**src/rtl/tcbm_responder.sv**
```systemverilog
// tcbm_responder
// Drive-side endpoint of the TCBM parallel link. It decodes two-phase host
// transactions (code byte, then data byte), passes written bytes to the local
// drive logic, and returns read bytes with a 2-bit status.
//
// Ports:
//   clock, _reset             system clock, asynchronous active-low reset
//   tcbm_data_in              DATA bus at the pins (sampled unsynchronized)
//   tcbm_data_out/_oe         DATA value toward the host and its output enable
//   tcbm_dav                  host DAV, active low, asynchronous to clock
//   tcbm_ack                  device ACK, active low
//   tcbm_status               STATUS[1:0] toward the host
//   rx_valid/rx_data/rx_is_cmd/rx_ready   written byte toward local logic
//   tx_valid/tx_data/tx_status/tx_ready   byte offered for a host read
//   timeout                   single-cycle pulse on a host-stall abort
//
// Optional feature: define TCBM_TIMEOUT_EN to abort host-wait states after
// TIMEOUT_CYCLES clocks without host progress. Without it, timeout is tied 0.

module tcbm_responder #(
    parameter int unsigned TIMEOUT_CYCLES = 65535
) (
    input  logic       clock,
    input  logic       _reset,
    input  logic [7:0] tcbm_data_in,
    output logic [7:0] tcbm_data_out,
    output logic       tcbm_data_oe,
    input  logic       tcbm_dav,
    output logic       tcbm_ack,
    output logic [1:0] tcbm_status,
    output logic       rx_valid,
    output logic [7:0] rx_data,
    output logic       rx_is_cmd,
    input  logic       rx_ready,
    input  logic       tx_valid,
    input  logic [7:0] tx_data,
    input  logic [1:0] tx_status,
    output logic       tx_ready,
    output logic       timeout
);

    localparam logic [7:0] CODE_CMD   = 8'h81;
    localparam logic [7:0] CODE_WRITE = 8'h82;
    localparam logic [7:0] CODE_READ  = 8'h83;

    typedef enum logic [2:0] {
        IDLE,
        CODE_ACK,
        BYTE_WAIT,
        RX_HOLD,
        RX_ACK,
        TX_WAIT,
        TX_ACK
    } state_t;

    // The counter is 16 bits wide, so the limit must fit in it.
    if (TIMEOUT_CYCLES == 0 || TIMEOUT_CYCLES > 65535) begin : g_bad_timeout
        $error("TIMEOUT_CYCLES must be in 1..65535");
    end

    state_t     state_q, state_d;
    logic [1:0] dav_sync_q;
    logic       dav_s;
    logic [7:0] code_q, code_d;
    logic       ack_q, ack_d;
    logic       oe_q, oe_d;
    logic [7:0] data_out_q, data_out_d;
    logic [1:0] status_q, status_d;
    logic       rx_valid_q, rx_valid_d;
    logic [7:0] rx_data_q, rx_data_d;
    logic       rx_is_cmd_q, rx_is_cmd_d;
    logic       tx_ready_q, tx_ready_d;

`ifdef TCBM_TIMEOUT_EN
    localparam logic [15:0] TIMEOUT_LAST = 16'(TIMEOUT_CYCLES - 1);
    logic [15:0] wait_cnt_q, wait_cnt_d;
    logic        timeout_q, timeout_d;
    logic        host_wait;

    // States in which the FSM is waiting on the host rather than local logic.
    assign host_wait = (state_q == CODE_ACK) || (state_q == BYTE_WAIT) ||
                       (state_q == RX_ACK)   || (state_q == TX_ACK);
    assign timeout   = timeout_q;
`else
    assign timeout   = 1'b0;
`endif

    // DAV is asynchronous; only the second synchronizer stage is used.
    assign dav_s = dav_sync_q[1];

    always_comb begin
        state_d     = state_q;
        code_d      = code_q;
        ack_d       = ack_q;
        oe_d        = oe_q;
        data_out_d  = data_out_q;
        status_d    = status_q;
        rx_valid_d  = rx_valid_q;
        rx_data_d   = rx_data_q;
        rx_is_cmd_d = rx_is_cmd_q;
        tx_ready_d  = 1'b0;
        case (state_q)
            IDLE: begin
                if (!dav_s) begin
                    code_d  = tcbm_data_in;
                    ack_d   = 1'b0;
                    state_d = CODE_ACK;
                end
            end
            CODE_ACK: begin
                if (dav_s) begin
                    ack_d = 1'b1;
                    if (code_q == CODE_CMD || code_q == CODE_WRITE || code_q == CODE_READ) begin
                        state_d = BYTE_WAIT;
                    end else begin
                        status_d = 2'b11;
                        state_d  = IDLE;
                    end
                end
            end
            BYTE_WAIT: begin
                if (!dav_s) begin
                    if (code_q == CODE_READ) begin
                        state_d = TX_WAIT;
                    end else begin
                        rx_data_d   = tcbm_data_in;
                        rx_is_cmd_d = (code_q == CODE_CMD);
                        rx_valid_d  = 1'b1;
                        state_d     = RX_HOLD;
                    end
                end
            end
            RX_HOLD: begin
                // ACK is withheld until local logic takes the byte.
                if (rx_ready) begin
                    rx_valid_d = 1'b0;
                    ack_d      = 1'b0;
                    status_d   = 2'b00;
                    state_d    = RX_ACK;
                end
            end
            RX_ACK: begin
                if (dav_s) begin
                    ack_d   = 1'b1;
                    state_d = IDLE;
                end
            end
            TX_WAIT: begin
                if (tx_valid) begin
                    data_out_d = tx_data;
                    oe_d       = 1'b1;
                    status_d   = tx_status;
                    ack_d      = 1'b0;
                    tx_ready_d = 1'b1;
                    state_d    = TX_ACK;
                end
            end
            TX_ACK: begin
                if (dav_s) begin
                    oe_d    = 1'b0;
                    ack_d   = 1'b1;
                    state_d = IDLE;
                end
            end
            default: state_d = IDLE;
        endcase
`ifdef TCBM_TIMEOUT_EN
        // Host progress has priority; the stall counter only runs while the
        // FSM is parked in a host-wait state.
        wait_cnt_d = wait_cnt_q;
        timeout_d  = 1'b0;
        if (state_d != state_q) begin
            wait_cnt_d = '0;
        end else if (host_wait) begin
            if (wait_cnt_q == TIMEOUT_LAST) begin
                timeout_d  = 1'b1;
                ack_d      = 1'b1;
                oe_d       = 1'b0;
                state_d    = IDLE;
                wait_cnt_d = '0;
            end else begin
                wait_cnt_d = wait_cnt_q + 16'd1;
            end
        end
`endif
    end

    always_ff @(posedge clock or negedge _reset) begin
        if (!_reset) begin
            state_q     <= IDLE;
            dav_sync_q  <= 2'b11;
            code_q      <= 8'h00;
            ack_q       <= 1'b1;
            oe_q        <= 1'b0;
            data_out_q  <= 8'h00;
            status_q    <= 2'b00;
            rx_valid_q  <= 1'b0;
            rx_data_q   <= 8'h00;
            rx_is_cmd_q <= 1'b0;
            tx_ready_q  <= 1'b0;
`ifdef TCBM_TIMEOUT_EN
            wait_cnt_q  <= '0;
            timeout_q   <= 1'b0;
`endif
        end else begin
            state_q     <= state_d;
            dav_sync_q  <= {dav_sync_q[0], tcbm_dav};
            code_q      <= code_d;
            ack_q       <= ack_d;
            oe_q        <= oe_d;
            data_out_q  <= data_out_d;
            status_q    <= status_d;
            rx_valid_q  <= rx_valid_d;
            rx_data_q   <= rx_data_d;
            rx_is_cmd_q <= rx_is_cmd_d;
            tx_ready_q  <= tx_ready_d;
`ifdef TCBM_TIMEOUT_EN
            wait_cnt_q  <= wait_cnt_d;
            timeout_q   <= timeout_d;
`endif
        end
    end

    assign tcbm_ack      = ack_q;
    assign tcbm_data_oe  = oe_q;
    assign tcbm_data_out = data_out_q;
    assign tcbm_status   = status_q;
    assign rx_valid      = rx_valid_q;
    assign rx_data       = rx_data_q;
    assign rx_is_cmd     = rx_is_cmd_q;
    assign tx_ready      = tx_ready_q;

endmodule

```
**config.mk**
```make
export PLATFORM = sky130hd
export DESIGN_NAME = tcbm_responder
export DESIGN_NICKNAME = d
export VERILOG_FILES = /design/src/rtl/tcbm_responder.sv
export SDC_FILE = /design/constraint.sdc
export NUM_CORES = 1
export LEC_CHECK = 0
export CORE_ASPECT_RATIO = 0.5
export CORE_MARGIN = 2
export CORE_UTILIZATION = 46
export DETAILED_ROUTE_END_ITERATION = 16
export PLACE_DENSITY = 0.82
export SKIP_LAST_GASP = 1
export SYNTH_ARGS = -nofsm -noshare
export SYNTH_HDL_FRONTEND = slang
export SYNTH_SLANG_ARGS = --single-unit
```
**constraint.sdc**
```tcl
create_clock -name clock -period 2.2 [get_ports clock]
set_clock_uncertainty 0.1 [all_clocks]
set_input_delay 0.33 -clock clock [delete_from_list [all_inputs] [get_ports clock]]
set_output_delay 0.33 -clock clock [all_outputs]
set_load 0.05 [all_outputs]
```
==> PnR_summary.wiki <==
{| class="wikitable"
! Metric !! Value
|-
| Width of the die || 87.2 um
|-
| Syn Nets || approximately 150
|-
| Power after layout || ~0.0024 W
|-
| Leading cell types by count after synthesis || dfrtp_1, mux2_2, nand2_1
|-
| Cell internal power dissipation || ~0.0015 W
|-
| Clock slew at reported path FFs || roughly 0.07 ns
|-
| Hold Path Class || flip-flop to flip-flop
|-
| Crit path cell chain || clkdlybuf4s50_1
|-
| Power density cells || about 1100 nW/um^2
|-
| Floorplan die area || 3970 um^2
|-
| Total negative slack for setup checks || 0 ns
|-
| Static power due to leakage || roughly 0.94 nW
|-
| Post-cts repair resize count || 0
|-
| All-layer global routing usage || about 16%
|-
| Mean cell area of the mapped netlist || about 13 um^2
|-
| Highest ir drop seen on vdd || ~0.6 mV
|-
| Min Clock Period, post-route || 2.04 ns
|-
| Proportion of power drawn by the clock network || a little under a quarter
|-
| Number of antenna violations at the first check in global routing || 0
|-
| Category of the worst setup path launch point || flip-flop
|-
| Worst-path maximum fanout || 2
|-
| Fraction of layout instances using a drive strength above 1 || 25.9%
|-
| Reg power frac || between 30% and 40%
|-
| Total inserted antenna cells || 0
|-
| Count of input and output buffers || 45
|-
| Arrival time of data at the critical path endpoint || ~1.6 ns
|-
| Post-route clock period utilization || between 90% and 100%
|-
| Fin. Hold Viols || 0
|-
| Most numerous cell in the Yosys netlist || dfrtp_1
|-
| #FFs+latches synth || 36
|-
| Placed cell areas || just over 2000 um^2
|-
| Maximum capacitance violations || 0
|-
| Worst-case hold slack || about 0.26 ns
|-
| Starting DRT DRC Count || 56
|-
| Type of the worst setup path || flip-flop to output pin
|-
| DIE HEIGHT || approximately 46 um
|-
| Last weighted congestion value of the routability-driven placer || roughly 0.80
|-
| Count of nets after finishing || between 150 and 200
|-
| Distinct cell type count of the synthesized netlist || 32
|-
| Vias per cell || around 5.2
|-
| TritonRoute pass-1 iters || 4
|-
| Most used flip-flop cell after synthesis || dfrtp_1
|-
| Final std cell area, no fill || between 2000 and 2500 um^2
|-
| Startpoint of the worst setup timing path || tcbm_ack
|-
| Clock Sink Count || 36
|-
| CTS Buf Count || 5
|-
| Remaining Overflow, GRT || 0
|-
| Worst-case setup margin in the final layout || between 0.15 and 0.2 ns
|-
| Worst Setup End Kind || output pin
|-
| Number of global-route vias before repair || 1063
|-
| Clock latency of the later-clocked register in the worst-skew pair || 0.28 ns
|-
| Boundary pin count || between 40 and 50
|-
| Comb power frac || 38.1%
|-
| Synth top area share || 51.9%
|-
| Final setup violation count || 0
|-
| Relative slew slack || between 60% and 70%
|-
| Upper clock frequency limit || 0.490 GHz
|-
| Biggest area consumer among synthesized cells || dfrtp_1
|-
| Cell Area, Synth || between 1500 and 2000 um^2
|-
| Setup repair after global routing missed its margin || no
|-
| Number of buffers added for setup after CTS || 0
|-
| CTS tree || done
|-
| Cells taking the most area after synthesis || dfrtp_1, mux2_2, dfstp_2
|-
| Switching share of total power || 36.5%
|-
| Reported net switching power || about 0.00087 W
|-
| Yosys warnings || 0
|-
| Number of buffers on the longest clock path || 2
|-
| Root cell of the clock tree || clkbuf_8
|-
| Post-synthesis sequential area ratio || 56.8%
|-
| Hold Buf Count CTS || 0
|-
| Cell family contributing the most delay on the critical path || buffers and inverters
|-
| Initial core utilization || about 47%
|-
| Area of the placeable core || 3380 um^2
|-
| Vias || ~1100
|-
| Count of pins over their slew limit || 0
|-
| Drt total wl || 2.90 mm
|-
| Number of H-tree levels || 2
|-
| Total half-perimeter wirelength after legalization and detailed placement || about 2.1 mm
|-
| Beginning of the worst hold path || dav_sync_q[0]
|-
| Area of the multi-input gates || ~630 um^2
|-
| Sequential Area || 905 um^2
|-
| Syn Inst Count || 123
|-
| Outcome || complete, no violations
|-
| Wire per inst || ~13 um
|-
| Filler cell count in the final layout || approximately 250
|-
| Crit path required time || between 1.5 and 2 ns
|-
| Async SR Flop Fraction || 100%
|-
| Area Overhead vs Synth || 37.4%
|-
| Wire length of the first global-routing pass || roughly 4.7 mm
|-
| Number of cell rows || 15
|-
| Delay of the slowest cell on the worst path || around 0.8 ns
|-
| Post-route DRC violation count || 0
|-
| Critical Path Slowest Stage Cell || clkdlybuf4s50_1
|-
| Combined buffer and inverter count along the critical path || 1
|-
| Pin slew with the least headroom to its limit || between 0.5 and 0.6 ns
|-
| Detail Route Antenna Nets || 0
|-
| Largest net degree at the start of global routing || 37
|-
| Worst reg2reg path startpoint || state_q[0]
|-
| Placement-stage worst setup slack || about 0.16 ns
|-
| Count of flip-flops with a built-in enable after synthesis || 0
|}
==> cells by family after synthesis <==
kind of cell	share of synthesized area (%)
flops	56.8
compound gates	9.12
mux	18.9
other cells	0.236
simple gates	11.4
buf+inv	3.54
==> metrics by stage <==
| stage | cells | utilization [%] |
|---|---|---|
| finish | 216 | 64.7 |
| global route | 216 | 64.7 |
| CTS | 216 | 64.7 |
| detailed placement | 208 | 61.6 |
| global placement | 208 | 61.6 |
| floorplan | 123 | - |
==> registers in the layout (all words and copies together), names as in the netlist <==
register and cells:
code_q 8, dav_sync_q 2, rx_data 8, rx_is_cmd 1, rx_valid 1, state_q 3
tcbm_ack 1, tcbm_data_oe 1, tcbm_data_out 8, tcbm_status 2, tx_ready 1
==> layout make-up <==
class	instances	share of cell area, %
Inverter	5	0.858
Sequential cell	36	41.4
Clock buffer	6	3.32
Tap cell	42	2.40
Multi-Input combinational cell	77	28.8
Timing Repair Buffer	48	21.6
Clock inverter	2	1.60
==> metal layers <==
| metal | track usage [%] | share of wire (%) | up-vias |
|---|---|---|---|
| li1 | - | - | 533 |
| met1 | 20.4 | 46 | 560 |
| met2 | 25.5 | 49 | 23 |
| met3 | 6.70 | 4.1 | 2 |
| met4 | 4.62 | 0.65 | 0 |
| met5 | 0 | 0 | - |
==> layout by cell type, fill, tap and decap left out, types with 2 or more instances in the layout <==
cell type	count
nor4_4	2
mux2_4	2
o21ai_0	6
clkdlybuf4s50_1	45
dfrtp_1	33
a31oi_1	4
nand2_1	9
clkbuf_8	5
mux2_2	24
nor2_1	7
dfstp_2	3
buf_4	3
inv_1	5
a21oi_1	3
nor2b_1	2
nand3_2	2
==> power groups by stage <==
stage,Clock (W),Sequential (W),Combinational (W)
CTS,0.000577,0.000925,0.000918
detailed placement,0,0.000937,0.000915
floorplan,0,0.00130,0.000238
global route,0.000608,0.000945,0.000952
finish,0.000558,0.000924,0.000910
global placement,0,0.000931,0.000904
==> final timing paths <==
kind / to / slack (ns) / depth (start not counted)
min in group asynchronous: rx_data[7] / 0.35 / 2
max in group asynchronous: dav_sync_q[1] / 1.31 / 2
worst max-delay path: tcbm_ack / 0.16 / 1
worst min register to register: dav_sync_q[1] / 0.26 / 0
worst max register to register: tcbm_status[1] / 0.27 / 4
worst min-delay path: dav_sync_q[1] / 0.26 / 0
Power figures use the tool's default switching activity.
